===== src/rtl/cabin_light_pkg.sv =====
// Shared definitions for the cabin lighting controller: zone modes and
// the mode-to-brightness mapping.
package cabin_light_pkg;

    typedef enum logic [1:0] {
        MODE_IDLE      = 2'b00,
        MODE_NORMAL    = 2'b01,
        MODE_DIMMING   = 2'b10,
        MODE_EMERGENCY = 2'b11
    } mode_e;

    // EMERGENCY has no target of its own; the level is frozen there.
    function automatic int unsigned mode_target(mode_e m, int unsigned pwm_w,
                                                int unsigned dim_level);
        case (m)
            MODE_NORMAL:  return (32'd1 << pwm_w) - 32'd1;
            MODE_DIMMING: return dim_level;
            default:      return 32'd0;
        endcase
    endfunction

endpackage


===== src/rtl/cabin_light_zone.sv =====
// One lighting zone: requested-mode register, brightness ramp and
// registered LED drive (PWM compare or emergency blink).
module cabin_light_zone #(
    parameter int unsigned PWM_W     = 8,
    parameter int unsigned DIM_LEVEL = 64
) (
    input  logic             clk_i,
    input  logic             rst_i,
    input  logic             tick_i,
    input  logic [PWM_W-1:0] pwm_cnt_i,
    input  logic             blink_i,
    input  logic             emerg_i,
    input  logic [1:0]       mode_sel_i,
    input  logic             mode_valid_i,
    output logic             led_o,
    output logic [1:0]       state_o,
    output logic [PWM_W-1:0] level_o,
    output logic             busy_o
);
    import cabin_light_pkg::*;

    mode_e            req_q, req_d;
    mode_e            state_q, state_d;
    logic [PWM_W-1:0] level_q, level_d;
    logic             led_q, led_d;
    mode_e            eff;
    logic [PWM_W-1:0] target;
    logic             frozen;

    // The override is applied combinationally so the ramp freezes on the
    // same edge emerg_all is first seen; zone_state is the registered copy.
    always_comb begin
        eff    = emerg_i ? MODE_EMERGENCY : req_q;
        frozen = (eff == MODE_EMERGENCY);
        target = PWM_W'(mode_target(eff, PWM_W, DIM_LEVEL));
    end

    always_comb begin
        req_d   = mode_valid_i ? mode_e'(mode_sel_i) : req_q;
        state_d = eff;
        level_d = level_q;
        if (tick_i && !frozen) begin
            if (level_q < target) begin
                level_d = level_q + 1'b1;
            end else if (level_q > target) begin
                level_d = level_q - 1'b1;
            end
        end
        if (frozen) begin
            led_d = blink_i;
        end else if (level_q == '1) begin
            led_d = 1'b1;
        end else begin
            led_d = (pwm_cnt_i < level_q);
        end
    end

    always_ff @(posedge clk_i or posedge rst_i) begin
        if (rst_i) begin
            req_q   <= MODE_IDLE;
            state_q <= MODE_IDLE;
            level_q <= '0;
            led_q   <= 1'b0;
        end else begin
            req_q   <= req_d;
            state_q <= state_d;
            level_q <= level_d;
            led_q   <= led_d;
        end
    end

    assign led_o   = led_q;
    assign state_o = state_q;
    assign level_o = level_q;
    assign busy_o  = !frozen && (level_q != target);

endmodule


===== src/rtl/cabin_light_ctrl.sv =====
// Multi-zone cabin lighting controller: shared ramp prescaler, PWM and
// blink counters driving NUM_ZONES independent zone instances.
module cabin_light_ctrl #(
    parameter int unsigned NUM_ZONES = 4,
    parameter int unsigned PWM_W     = 8,
    parameter int unsigned RAMP_DIV  = 16,
    parameter int unsigned DIM_LEVEL = 64,
    parameter int unsigned BLINK_W   = 4
) (
    input  logic                       clk,
    input  logic                       reset,
    input  logic [2*NUM_ZONES-1:0]     mode_sel,
    input  logic [NUM_ZONES-1:0]       mode_valid,
    input  logic                       emerg_all,
    output logic [NUM_ZONES-1:0]       led,
    output logic [2*NUM_ZONES-1:0]     zone_state,
    output logic [PWM_W*NUM_ZONES-1:0] level,
    output logic [NUM_ZONES-1:0]       busy
);
    import cabin_light_pkg::*;

    localparam int unsigned PRE_W = (RAMP_DIV > 1) ? $clog2(RAMP_DIV) : 1;

    logic [PRE_W-1:0]   pre_q, pre_d;
    logic [PWM_W-1:0]   pwm_q, pwm_d;
    logic [BLINK_W-1:0] blink_q, blink_d;
    logic               tick;

    always_comb begin
        tick    = (pre_q == PRE_W'(RAMP_DIV - 1));
        pre_d   = tick ? '0 : pre_q + 1'b1;
        pwm_d   = pwm_q + 1'b1;
        blink_d = blink_q + 1'b1;
    end

    always_ff @(posedge clk or posedge reset) begin
        if (reset) begin
            pre_q   <= '0;
            pwm_q   <= '0;
            blink_q <= '0;
        end else begin
            pre_q   <= pre_d;
            pwm_q   <= pwm_d;
            blink_q <= blink_d;
        end
    end

    for (genvar z = 0; z < NUM_ZONES; z++) begin : g_zone
        cabin_light_zone #(
            .PWM_W    (PWM_W),
            .DIM_LEVEL(DIM_LEVEL)
        ) u_zone (
            .clk_i       (clk),
            .rst_i       (reset),
            .tick_i      (tick),
            .pwm_cnt_i   (pwm_q),
            .blink_i     (blink_q[BLINK_W-1]),
            .emerg_i     (emerg_all),
            .mode_sel_i  (mode_sel[2*z +: 2]),
            .mode_valid_i(mode_valid[z]),
            .led_o       (led[z]),
            .state_o     (zone_state[2*z +: 2]),
            .level_o     (level[PWM_W*z +: PWM_W]),
            .busy_o      (busy[z])
        );
    end

endmodule


===== config.mk =====
export PLATFORM = sky130hd
export DESIGN_NAME = cabin_light_ctrl
export DESIGN_NICKNAME = d
export VERILOG_FILES = /design/src/rtl/cabin_light_pkg.sv /design/src/rtl/cabin_light_zone.sv /design/src/rtl/cabin_light_ctrl.sv
export SDC_FILE = /design/constraint.sdc
export NUM_CORES = 1
export LEC_CHECK = 0
export CORE_MARGIN = 2
export CORE_UTILIZATION = 57
export CTS_CLUSTER_DIAMETER = 60
export CTS_CLUSTER_SIZE = 8
export DETAILED_ROUTE_END_ITERATION = 10
export PLACE_DENSITY_LB_ADDON = 0.2
export SLEW_MARGIN = 10
export SYNTH_ARGS = -nofsm -noshare
export SYNTH_HDL_FRONTEND = slang
export SYNTH_SLANG_ARGS = --single-unit

===== constraint.sdc =====
create_clock -name clk -period 3.8 [get_ports clk]
set_input_delay 0.76 -clock clk [delete_from_list [all_inputs] [get_ports clk]]
set_output_delay 0.76 -clock clk [all_outputs]
set_load 0.005 [all_outputs]

Yosys cells after proc, flatten, opt, wreduce, memory -nomap -nowiden
Index checks and enable logic that the tools add are counted.
{"block": "op_classes", "add_sub_neg": 11, "multipliers": 0, "div_mod_pow": 0, "magnitude_cmp": 12, "n_eq_ne": 21, "shift": 0, "mux": 25, "bitwise": 0, "n_reduce_logical": 20}
{"cell": "$lt A8 B8 Y1", "n": 8}
{"cell": "$mux W8", "n": 8}
{"cell": "$pmux W8 S2", "n": 4}
{"cell": "$add A8 B1 Y8 const B", "n": 5}
{"cell": "$eq A8 B8 Y1 const B", "n": 4}
{"cell": "$gt A8 B8 Y1", "n": 4}
{"cell": "$ne A8 B8 Y1", "n": 4}
{"cell": "$sub A8 B1 Y8 const B", "n": 4}
{"cell": "$eq A2 B2 Y1 const B", "n": 8}
{"cell": "$add A4 B1 Y4 const B", "n": 2}
{"cell": "$eq A2 B1 Y1 const B", "n": 4}
{"cell": "$logic_and A1 B1 Y1", "n": 8}
{"cell": "$mux W1", "n": 8}
{"cell": "$mux W2", "n": 4}
{"cell": "$reduce_and A2 Y1", "n": 4}
{"cell": "$reduce_bool A2 Y1", "n": 4}
{"cell": "$eq A4 B4 Y1 const B", "n": 1}
{"cell": "$logic_not A1 Y1", "n": 4}
{"cell": "$mux W4", "n": 1}
{"block": "totals", "register_bits": 68, "latchBits": 0, "ramBits": 0, "mem_bits_ro": 0, "in_bits": 15, "n_memories": 0}

Depth between registers and ports, before layout
{"block": "logic_depth", "word_depth": 6, "ltp_mapped": 15, "ltp_nobuf": 15}

By module
A second synthesis with hierarchy kept.
{"block": "unflattened", "cells_unflattened": 541, "area_unflattened_um2": 5212.5}
{"mod": "cabin_light_zone at g_zone[0].u_zone ...", "n_inst": 3, "cells_per_inst": 124, "area_each_um2": 1149.9, "seq_area_each_um2": 325.3}
{"mod": "cabin_light_zone at g_zone[1].u_zone", "n_inst": 1, "cells_per_inst": 121, "area_each_um2": 1148.6, "seq_area_each_um2": 325.3}
{"mod": "cabin_light_ctrl", "n_inst": 1, "cells_per_inst": 48, "area_each_um2": 614.3, "seq_area_each_um2": 400.4}

Worst setup path before layout
Ideal clock, no wire load.
{"block": "synth_path", "path_kind": "input to register", "startpoint": "input port emerg_all", "endpoint": "register g_zone[1].u_zone.level_q[6]", "setup_time_ps": 125, "arrival_ps": 3745, "required_time_ps": 3675, "slack_ps": -69, "path_stages": 15, "path_cell_list": "or2_2 > ha_1 > inv_1 > ha_1 > a21oi_1 > nor2_1 > a211oi_1 > nand2_1 > fa_1 > a21o_1 > a21oi_2 > o21bai_1 > a21oi_1 > xnor2_1 > mux2_2"}
{"block": "synth_via", "elab_chain_len": 6}
{"item": "start: declaration", "line": "cabin_light_ctrl.sv:14", "rtl": "input logic emerg_all,"}
{"item": "$mux W2 *", "line": "cabin_light_zone.sv:33", "rtl": "eff = emerg_i ? MODE_EMERGENCY : req_q;"}
{"item": "$eq A2 B2 Y1 / $eq A2 B1 Y1 (equally long branches)", "line": "cabin_light_pkg.sv:15", "rtl": "case (m)"}
{"item": "$pmux W8 S2", "line": "cabin_light_pkg.sv:15"}
{"item": "$gt A8 B8 Y1 / $lt A8 B8 Y1 (equally long branches)", "line": "cabin_light_zone.sv:45, cabin_light_zone.sv:43"}
{"item": "$reduce_bool A2 Y1 (no line)"}
{"item": "$reduce_and A2 Y1 (no line)"}
{"item": "end signal: assignment", "line": "cabin_light_zone.sv:67", "rtl": "level_q <= level_d;"}
{"item": "end: declaration", "line": "cabin_light_zone.sv:24", "rtl": "logic [PWM_W-1:0] level_q, level_d;"}
Mark *: on every way between the ends. The rest lies on a longest branch, timed or not.
A chain may end at the register's enable or synchronous reset.

Final worst setup path
{"block": "layout_path", "startpoint": "input port emerg_all", "endpoint": "register g_zone[2].u_zone.level_q[7]"}
{"block": "layout_via", "elab_chain_len": 6}
{"item": "$mux W2 *", "line": "cabin_light_zone.sv:33"}
{"item": "via g_zone[2].u_zone.eff[0]", "line": "cabin_light_zone.sv:26", "rtl": "mode_e eff;"}
{"item": "$eq A2 B2 Y1 / $eq A2 B1 Y1 (equally long branches)", "line": "cabin_light_pkg.sv:15"}
{"item": "$pmux W8 S2", "line": "cabin_light_pkg.sv:15"}
{"item": "$gt A8 B8 Y1 / $lt A8 B8 Y1 (equally long branches)", "line": "cabin_light_zone.sv:45, cabin_light_zone.sv:43"}
{"item": "$reduce_bool A2 Y1 (no line)"}
{"item": "$reduce_and A2 Y1 (no line)"}
{"item": "end signal: assignment", "line": "cabin_light_zone.sv:67"}
{"item": "end: declaration", "line": "cabin_light_zone.sv:24"}
The timed path passes the listed nets; every way through them passes the cells marked *.

==> metrics.csv <==
metric,value,unit
period_share,94.3,%
vias_per_cell,5.93,
ys_seq_area_share,32.7,%
hp-start,blink_q[0],
die_w,99.5,microns
synth.area.top_cells,"dfrtp_1 33%, ha_1 23%, xnor2_1 4.7%",
ys_types,42,
finalWorstSetupSlack,0.218,ns
async_flop_share,100,%
max-vdd-ir-drop,764,uV
grt_pass1_wl,22100,microns
first_global_vias,4850,
groute.usage.overall,27.8,%
reg2reg_from,g_zone[2].u_zone.req_q[0],
powerDensity,1080,nW/um^2
drt_iter0_drc,159,
r2r_end,g_zone[2].u_zone.level_o[7],
crit_fanout,8,
met3_usage,4.08,%
cts_sinks,68,
status,finished clean,
setup_viol,0,
htreeDepth,3,
core,8760,sq um
clkTransAtPathRegs,0.09,ns
hold_end,blink_q[0],
num_vias,4701,
crit_path_cell_trace,dlymetal6s2s_1 > buf_6 > or2_4 > ha_4 > inv_4 > ha_1 > a21oi_2 > o21ai_2 > a21o_4 > buf_4 > ha_1 > nand2_2 > o21ai_2 > a21oi_2 > buf_4 > nor3_1 > mux2i_1 > xnor2_1,
cts_buffers,9,
use_met1,33.8,%
r2r_slack,0.50,ns
slew_viol_final,0,
postLayoutCoreUtil,84.0,%
worstPathBufferInverterCount,5,
layout_common_cells,"102 x buf_4, 73 x ha_1, 68 x dfrtp_1",
drtAntennaViolNets,0,
portBuffers,62,
first_pass_iters,5,
hpwl,9470,microns
slew_headroom,31.9,%
hold_viol,0,
power.static_leakage,3.38,nW
yosys.area.top_type,dfrtp_1,
grt_max_degree,36,
setup.worst_path.start_class,primary input,
hold_depth,1,
cts_hold_buf,0,
drive_gt1_share,32.8,%
netlist_area,5200,sq um
place_congestion,0.853,
ys_ff_latch,68,
initial_core_util,59.3,%
synth_edf_count,0,
critPathRequiredTime,4.06,ns
slowest_stage,ha_1,
worstPathArrival,3.84,ns
finalCriticalPeriod,3.58,ns
die-area,9900,sq um
overflow,0,
pre_cts_slack,-0.734,ns
max_stage_delay,0.31,ns
max-clock-path-buffers,2,
fp.dieH,99.5,microns
grt.met2_usage,49.3,%
worstMarginPinSlew,1.02,ns
diodes,0,
yosys_warnings,0,
synthesis.nets,630,
antenna_found_initial,0,
cap_violations,0,
cp_top_family,adder cells,
synth-main-ff-cell,dfrtp_1,
cts_tree,built,
final.fill_count,483,
place_inst,758,
multi_input_area,3700,sq um
min_path_type,register to register,
final_nets,794,
drc_errors,0,
synthDominantCellAreaShare,32.7,%
wl_per_cell,18.9,microns
top_usage_layer,met2,
fin_skew,0.00898,ns
synthCells,516,
insertion_delay,0.35,ns
endpoint_kind,register,
wl,15000,microns
io_pins,63,
layout_commonest_cell,buf_4,
fin_cells,793,
std_cell_rows,34,
r2r.worst_path.cells,16,
avgSynthCellArea,10.1,sq um
root_buffer,clkbuf_8,
ff_latch_area,1700,sq um
worstSetupPathType,primary input to register,
clock.fmax,279,MHz
syn_to_final_growth,41.5,%
[synthesized netlist by cell type, drive strengths merged, types with 4 or more instances]
cell    count
nand4      13
o21a        6
mux2       17
nand2      28
nand3       9
nor3       11
a211oi      5
nand2b      4
fa          4
xor2        9
o21bai      5
a21oi      46
nor4        4
ha         95
dfrtp      68
xnor2      28
nor2       18
a21o       19
mux2i      13
buf        13
or2         4
inv        54
o21ai      25
[routing by layer]
metal | wire length (microns) | vias up
met3 | 695 | 61
met5 | 0 | -
met1 | 5980 | 2289
met4 | 626 | 0
met2 | 7700 | 186
li1 | - | 2165
[state kept, by name (all words and copies together) (netlist names)]
name / cells
g_zone.u_zone.led_o: 4
g_zone.u_zone.req_q: 8
pre_q: 4
pwm_q: 8
g_zone.u_zone.state_o: 8
g_zone.u_zone.level_o: 32
blink_q: 4
[worst max-delay path by stage]
stage | start | end | slack, ns | depth (start not counted)
final | emerg_all | g_zone[2].u_zone.level_o[7] | 0.22 | 18
after global routing | emerg_all | g_zone[2].u_zone.level_o[7] | -0.004 | 18
after CTS | emerg_all | g_zone[3].u_zone.level_o[7] | -0.03 | 16
after detailed placement | emerg_all | g_zone[3].u_zone.level_o[7] | -0.73 | 16
after global placement | emerg_all | g_zone[3].u_zone.level_o[7] | -0.60 | 16
after floorplan | emerg_all | g_zone[1].u_zone.level_o[6] | 0.06 | 15
[area by class of cell]
cell class | count | share of cell area [%]
Sequential cell | 68 | 23.1
Clock buffer | 10 | 1.73
Timing Repair Buffer | 166 | 19.2
Inverter | 54 | 2.89
Multi-Input combinational cell | 381 | 50.3
Tap cell | 108 | 1.84
Clock inverter | 6 | 0.986
[power breakdown]
group          internal (mW)  switching [mW]
Sequential             0.919           0.433
Clock                  0.311           0.312
Combinational           3.35            2.64
Total                   4.58            3.38
[metrics by stage]
step | hold WS, ns | power, mW | instance area [sq um] | TNS (ns)
floorplan | 0.422 | 3.89 | 5200 | 0
global placement | 0.435 | 5.68 | 6500 | -6.90
detailed placement | 0.451 | 5.96 | 6500 | -9.94
CTS | 0.462 | 6.99 | 6930 | -0.0548
global route | 0.490 | 8.54 | 7360 | -0.00384
finish | 0.462 | 7.97 | 7360 | 0
[repair_timing]
| item | in CTS | in global routing |
|---|---|---|
| gates resized for setup | 44 | 62 |
| pin swaps | 15 | 32 |
| setup buffers | 11 | 8 |
| endpoints found under the setup margin | 16 | 16 |
[cell families after synthesis]
group                      share of synthesized area, %
xor gates and xnor gates                           6.23
muxes                                              6.40
and+or+nand+nor                                    10.3
AOI/OAI and AO/OA                                  14.1
DFF                                                32.7
buffers and inverters                              5.82
adders and majority gates                          24.4
Note: power is estimated with default switching activity, not from simulation.
